$ cat src/rtl/dot_accum_stream.sv
// Streaming multi-beat dot product: registered lane products, pipelined adder tree,
// wrapping accumulator across a vector, saturated result under valid/ready handshakes.
module dot_accum_stream #(
  parameter int unsigned WORD_WIDTH = 8,
  parameter int unsigned LANES      = 8,
  parameter int unsigned ACC_WIDTH  = 32,
  parameter int unsigned OUT_WIDTH  = 16,
  parameter int unsigned MAX_BEATS  = 9,
  localparam int unsigned CNT_WIDTH = $clog2(MAX_BEATS + 1)
) (
  input  logic                        i_clk,
  input  logic                        i_rst_n,
  input  logic                        i_signed,
  input  logic [CNT_WIDTH-1:0]        i_len,
  input  logic                        i_valid,
  output logic                        o_ready,
  input  logic [LANES*WORD_WIDTH-1:0] i_a,
  input  logic [LANES*WORD_WIDTH-1:0] i_b,
  output logic                        o_valid,
  input  logic                        i_ready,
  output logic [OUT_WIDTH-1:0]        o_sum,
  output logic                        o_sat
);

  localparam int unsigned Lvls  = $clog2(LANES);
  localparam int unsigned TreeW = 2 * WORD_WIDTH + Lvls;
  localparam int unsigned Nodes = 2 * LANES;

  typedef enum logic [1:0] {StIdle, StAccum, StDrain, StOut} state_e;

  state_e                 state_q, state_d;
  logic                   mode_q, mode_d;
  logic [CNT_WIDTH-1:0]   len_q, len_d;
  logic [CNT_WIDTH-1:0]   cnt_q, cnt_d;
  logic [ACC_WIDTH-1:0]   acc_q, acc_d;
  logic [OUT_WIDTH-1:0]   sum_q, sum_d;
  logic                   sat_q, sat_d;
  logic [Lvls:0]          vld_q, vld_d;
  // Heap-ordered tree: leaves LANES..2*LANES-1 hold products, node n sums 2n and 2n+1.
  logic [TreeW-1:0]       node_q [1:Nodes-1];
  logic [TreeW-1:0]       node_d [1:Nodes-1];

  logic                    beat_fire, res_fire, prod_signed;
  logic signed [WORD_WIDTH:0] a_ext [LANES];
  logic signed [WORD_WIDTH:0] b_ext [LANES];
  logic signed [TreeW-1:0]    prod  [LANES];
  logic [ACC_WIDTH-1:0]       root_ext;
  logic [CNT_WIDTH-1:0]       len_eff;
  logic signed [ACC_WIDTH-1:0] acc_hi_s;
  logic [ACC_WIDTH-1:0]       acc_hi_u;
  logic                       clamp;
  logic [OUT_WIDTH-1:0]       clamp_val;

  assign o_ready   = i_rst_n && ((state_q == StIdle) || (state_q == StAccum));
  assign o_valid   = (state_q == StOut);
  assign o_sum     = sum_q;
  assign o_sat     = sat_q;
  assign beat_fire = i_valid && o_ready;
  assign res_fire  = o_valid && i_ready;

  // The first beat is multiplied in the same cycle the mode is latched.
  assign prod_signed = (state_q == StIdle) ? i_signed : mode_q;

  // Products are exact in TreeW bits, so the tree itself needs no sign handling.
  always_comb begin
    for (int k = 0; k < LANES; k++) begin
      a_ext[k] = {prod_signed & i_a[k*WORD_WIDTH+WORD_WIDTH-1], i_a[k*WORD_WIDTH +: WORD_WIDTH]};
      b_ext[k] = {prod_signed & i_b[k*WORD_WIDTH+WORD_WIDTH-1], i_b[k*WORD_WIDTH +: WORD_WIDTH]};
      prod[k]  = TreeW'(a_ext[k]) * TreeW'(b_ext[k]);
    end
  end

  always_comb begin
    for (int n = 1; n < LANES; n++) begin
      node_d[n] = node_q[2*n] + node_q[2*n+1];
    end
    for (int k = 0; k < LANES; k++) begin
      node_d[LANES+k] = beat_fire ? prod[k] : node_q[LANES+k];
    end
  end

  assign vld_d    = {vld_q[Lvls-1:0], beat_fire};
  assign root_ext = mode_q ? ACC_WIDTH'($signed(node_q[1])) : ACC_WIDTH'(node_q[1]);

  always_comb begin
    acc_d = acc_q;
    if (res_fire) begin
      acc_d = '0;
    end else if (vld_q[Lvls]) begin
      acc_d = acc_q + root_ext;
    end
  end

  always_comb begin
    acc_hi_s = $signed(acc_q) >>> (OUT_WIDTH - 1);
    acc_hi_u = acc_q >> OUT_WIDTH;
    if (mode_q) begin
      clamp     = (acc_hi_s != '0) && (acc_hi_s != '1);
      clamp_val = acc_q[ACC_WIDTH-1] ? {1'b1, {(OUT_WIDTH-1){1'b0}}}
                                     : {1'b0, {(OUT_WIDTH-1){1'b1}}};
    end else begin
      clamp     = (acc_hi_u != '0);
      clamp_val = '1;
    end
  end

  always_comb begin
    if (i_len == '0) begin
      len_eff = CNT_WIDTH'(1);
    end else if (i_len > CNT_WIDTH'(MAX_BEATS)) begin
      len_eff = CNT_WIDTH'(MAX_BEATS);
    end else begin
      len_eff = i_len;
    end
  end

  always_comb begin
    state_d = state_q;
    mode_d  = mode_q;
    len_d   = len_q;
    cnt_d   = cnt_q;
    sum_d   = sum_q;
    sat_d   = sat_q;
    case (state_q)
      StIdle: begin
        if (beat_fire) begin
          mode_d  = i_signed;
          len_d   = len_eff;
          cnt_d   = CNT_WIDTH'(1);
          state_d = (len_eff > CNT_WIDTH'(1)) ? StAccum : StDrain;
        end
      end
      StAccum: begin
        if (beat_fire) begin
          cnt_d = cnt_q + CNT_WIDTH'(1);
          if (cnt_q + CNT_WIDTH'(1) == len_q) begin
            state_d = StDrain;
          end
        end
      end
      StDrain: begin
        if (vld_q == '0) begin
          sum_d   = clamp ? clamp_val : acc_q[OUT_WIDTH-1:0];
          sat_d   = clamp;
          state_d = StOut;
        end
      end
      StOut: begin
        if (i_ready) begin
          state_d = StIdle;
        end
      end
      default: state_d = StIdle;
    endcase
  end

  always_ff @(posedge i_clk) begin
    if (!i_rst_n) begin
      state_q <= StIdle;
      mode_q  <= 1'b0;
      len_q   <= '0;
      cnt_q   <= '0;
      acc_q   <= '0;
      sum_q   <= '0;
      sat_q   <= 1'b0;
      vld_q   <= '0;
      for (int n = 1; n < Nodes; n++) begin
        node_q[n] <= '0;
      end
    end else begin
      state_q <= state_d;
      mode_q  <= mode_d;
      len_q   <= len_d;
      cnt_q   <= cnt_d;
      acc_q   <= acc_d;
      sum_q   <= sum_d;
      sat_q   <= sat_d;
      vld_q   <= vld_d;
      for (int n = 1; n < Nodes; n++) begin
        node_q[n] <= node_d[n];
      end
    end
  end

endmodule
$ cat config.mk
export PLATFORM = sky130hd
export DESIGN_NAME = dot_accum_stream
export DESIGN_NICKNAME = d
export VERILOG_FILES = /design/src/rtl/dot_accum_stream.sv
export SDC_FILE = /design/constraint.sdc
export NUM_CORES = 2
export LEC_CHECK = 0
export BUFFER_PORTS_ARGS = -buffer_cell sky130_fd_sc_hd__buf_2
export CAP_MARGIN = 20
export CORE_MARGIN = 2
export CORE_UTILIZATION = 25
export CTS_CLUSTER_DIAMETER = 100
export DETAILED_ROUTE_END_ITERATION = 16
export PLACE_DENSITY_LB_ADDON = 0.1
export SLEW_MARGIN = 5
export SYNTH_ARGS = -nofsm -noshare
export SYNTH_HDL_FRONTEND = slang
export SYNTH_SLANG_ARGS = --single-unit
$ cat constraint.sdc
create_clock -name i_clk -period 6.6 [get_ports i_clk]
set_clock_uncertainty 0.15 [all_clocks]
set_input_delay 0.33 -clock i_clk [delete_from_list [all_inputs] [get_ports i_clk]]
set_output_delay 0.33 -clock i_clk [all_outputs]
set_load 0.03 [all_outputs]
==> metrics <==
status=completed; fin nets=between 6000 and 7000; share of layout cells above drive strength 1=approximately 6.4%; final hold vios=0; number of synthesized flops with an enable pin=0; Post-Layout Cell Count=roughly 7000; H-tree depth=2; Clock Latency Late Sink=0.58 ns; CP Class=reg -> reg; Syn Area/Cell=between 8 and 9 µm²; IO Pins=approximately 160; Vias=30500; first-pass GRT wire length=185000 µm; Pre-antenna DRT Iters=5; Final period util=between 90% and 100%; Max-cap violations=0; dominant synthesized flop cell=dfxtp_1; vias in the first global route=33200; Mapped Cells=approximately 4800; Pleak=0.0223 µW; pre-CTS setup slack=between 0.08 and 0.09 ns; fillers=~18000; HP Class=in -> reg; HPWL after DPL=93100 µm; GRT Total Usage=about 14%; post-route minimum period=just over 6 ns; Critical Path End Type=flip-flop; final setup margin=a little under 0.4 ns; final instance area=roughly 46000 µm²; Avg WL per Cell=16.0 µm; Power Density=roughly 400 nW/µm²; Unique masters post-synth=just over 80; Routability Congestion=between 0.7 and 0.8; Final Max Slew Viols=0; crit path DAT=6.47 ns; Area growth syn-to-layout=11.1%; clock buffers created by TritonCTS=40; flop2flop setup slack=about 0.39 ns; post-synthesis register bit count=341; initial antenna violation count=2; Vias per Instance=around 4.3; WHS=0.0248 ns; worst-margin pin slew=1.07 ns; Async SR Flop Fraction=0%; Max Clock Freq=roughly 160 MHz; Die X=412 µm; Rel. slew slack=between 20 and 30%; die area=between 150000 and 200000 µm²; largest net degree at the start of global routing=around 100; Die H=approximately 410 µm; Clock Tree Buf Depth=3; post-route setup TNS=0 ns; Starting Density=about a quarter; area post-placement=between 40000 and 50000 µm²; IO Port Bufs=around 160; Crit path required time=between 6 and 7 ns; Cells after DPL=approximately 7000; GRT overflow=0; DRC violations left=0; num rows=about 150; Routed WL=around 110000 µm; core area=about 170000 µm²; setup violators final=0; YS warnings=0; post-synthesis sequential area ratio=between 15 and 20%; CTS tree=yes; root buf cell=clkbuf_16; postcts setup bufs=0; Critical Path Source Type=flip-flop; syn_nets=5960; unrepaired setup endpoints after global routing=true; initial drt markers=1073; Peak supply drop=0.000276 V; Clock Sink Count=about 340; Reg clk slew, reported paths=roughly 0.060 ns; mapped cell area=41600 µm²; Routed Antenna Nets=0; CP max FO=13
cell usage after synthesis, types with 6 or more instances:
master	count	area share, %
xor2_1	86	1.8
fa_1	568	27
o31ai_1	13	0.23
a211o_1	6	0.13
ha_1	467	14
a41oi_1	12	0.25
or2_2	21	0.32
nor3_1	72	0.87
or3_1	29	0.44
xnor2_1	166	3.5
nor3b_1	13	0.23
and3_1	36	0.54
o21bai_1	42	0.76
nand4_1	13	0.20
dfxtp_1	341	16
o211ai_1	10	0.18
nand2_1	477	4.3
inv_1	825	7.4
mux2i_1	32	0.77
clkbuf_1	150	1.4
nor2b_1	30	0.45
o21ai_0	204	2.5
nor2_1	260	2.3
a31oi_1	17	0.26
nand3b_1	6	0.11
nor4_1	6	0.090
a211oi_1	26	0.47
o21a_1	28	0.50
a21oi_1	199	2.4
a21o_1	64	1.2
a21boi_0	8	0.14
nand2b_1	36	0.54
and2_1	309	4.6
buf_1	17	0.15
nand3_1	124	1.5
layout make-up:
cell class,instances,area [µm²],share of cell area (%)
diodes,1,2.50,0.00541
clock buffers,58,1170,2.53
clock inverters,13,156,0.338
inverters,826,3110,6.72
multi-input cells,3449,31100,67.2
flip-flops and latches,341,6830,14.8
well taps,2189,2740,5.92
repair buffers,198,1170,2.53
kinds of logic (layout without fill, tap and decap cells):
family / count (synthesis) / after routing / synth area share (%)
and+or+nand+nor: 1451 / 1451 / 17.0
xor gates and xnor gates: 252 / 252 / 5.30
DFF: 341 / 341 / 16.4
adders and majority gates: 1035 / 1035 / 41.3
AOI/OAI and AO/OA: 677 / 677 / 10.1
buffers and inverters: 998 / 1095 / 9.06
other: 0 / 1 / 0
muxes: 34 / 34 / 0.823
cell usage in the layout, fill, tap and decap left out, types with 27 or more instances in the layout:
master     Yosys  layout
inv_1        825     824
buf_4          1      27
or3_1         29      29
o21bai_1      42      42
nand2_1      477     475
buf_2          1     154
and3_1        36      36
nor2_1       260     260
fa_1         568     568
dfxtp_1      341     340
nor2b_1       30      30
clkbuf_16      0      41
xnor2_1      166     166
nand2b_1      36      36
a21oi_1      199     191
nand3_1      124     124
a21o_1        64      64
o21a_1        28      28
o21ai_0      204     203
xor2_1        86      86
nor3_1        72      72
ha_1         467     467
and2_1       309     305
mux2i_1       32      32
through the flow:
step / util (%) / power [µW]
after CTS: 28.0 / 19600
after floorplan: - / 13300
after global routing: 28.0 / 21700
after global placement: 27.1 / 17200
after detailed placement: 27.1 / 17100
final: 28.0 / 19100
path summary, 6_finish.rpt:
| path | cells past startpoint | end | from |
|---|---|---|---|
| hold reg to reg | 2 | o_sum[15] | o_sum[15] |
| setup / recovery | 24 | node_q[0][281] | state_q[0] |
| hold / removal | 3 | node_q[0][285] | i_b[56] |
| setup reg to reg | 24 | node_q[0][281] | state_q[0] |
report_power, final:
group	internal, µW	leakage, µW	switching, µW	total [µW]
Combinational	5940	0.0189	7770	13700
Sequential	2620	0.00279	420	3040
Clock	1350	0.000655	962	2310
routing by layer:
layer | share of wire, % | up-vias | global-route usage [%]
met4 | 1.9 | 0 | 2.68
met5 | 0 | - | 0
met3 | 1.6 | 86 | 1.12
met2 | 50 | 217 | 24.8
met1 | 46 | 14800 | 18.0
li1 | - | 15300 | -
timing repair:
action | in CTS | in global routing
hold buffers | 13 | 0
resized for setup | 0 | 19
endpoints found under the setup margin | 0 | 15
hold endpoints to repair | 9 | 0
flip-flops by register name, summed over array words and instances, names as in the netlist, 2 cells and up:
name / count
node_q: 277
acc_q: 32
cnt_q: 4
state_q: 2
o_sum: 16
len_q: 4
vld_q: 4
critical path: stages, from the launching register on:
cell and delay [ns]:
dfxtp_1 0.38, inv_1 0.10, ha_1 0.22, mux2_2 0.26
buf_12 0.20, buf_4 0.20, nand2_1 0.08, or2_2 0.30
fa_1 0.45, fa_1 0.49, inv_1 0.05, fa_1 0.45
fa_1 0.51, inv_1 0.06, fa_1 0.50, inv_1 0.04
ha_1 0.28, a21oi_1 0.22, o21bai_1 0.09, a21oi_1 0.22
o21bai_1 0.13, a41oi_2 0.24, nor2b_1 0.18, xor2_1 0.15
o21ai_0 0.08
(Power assumes the default switching activity.)
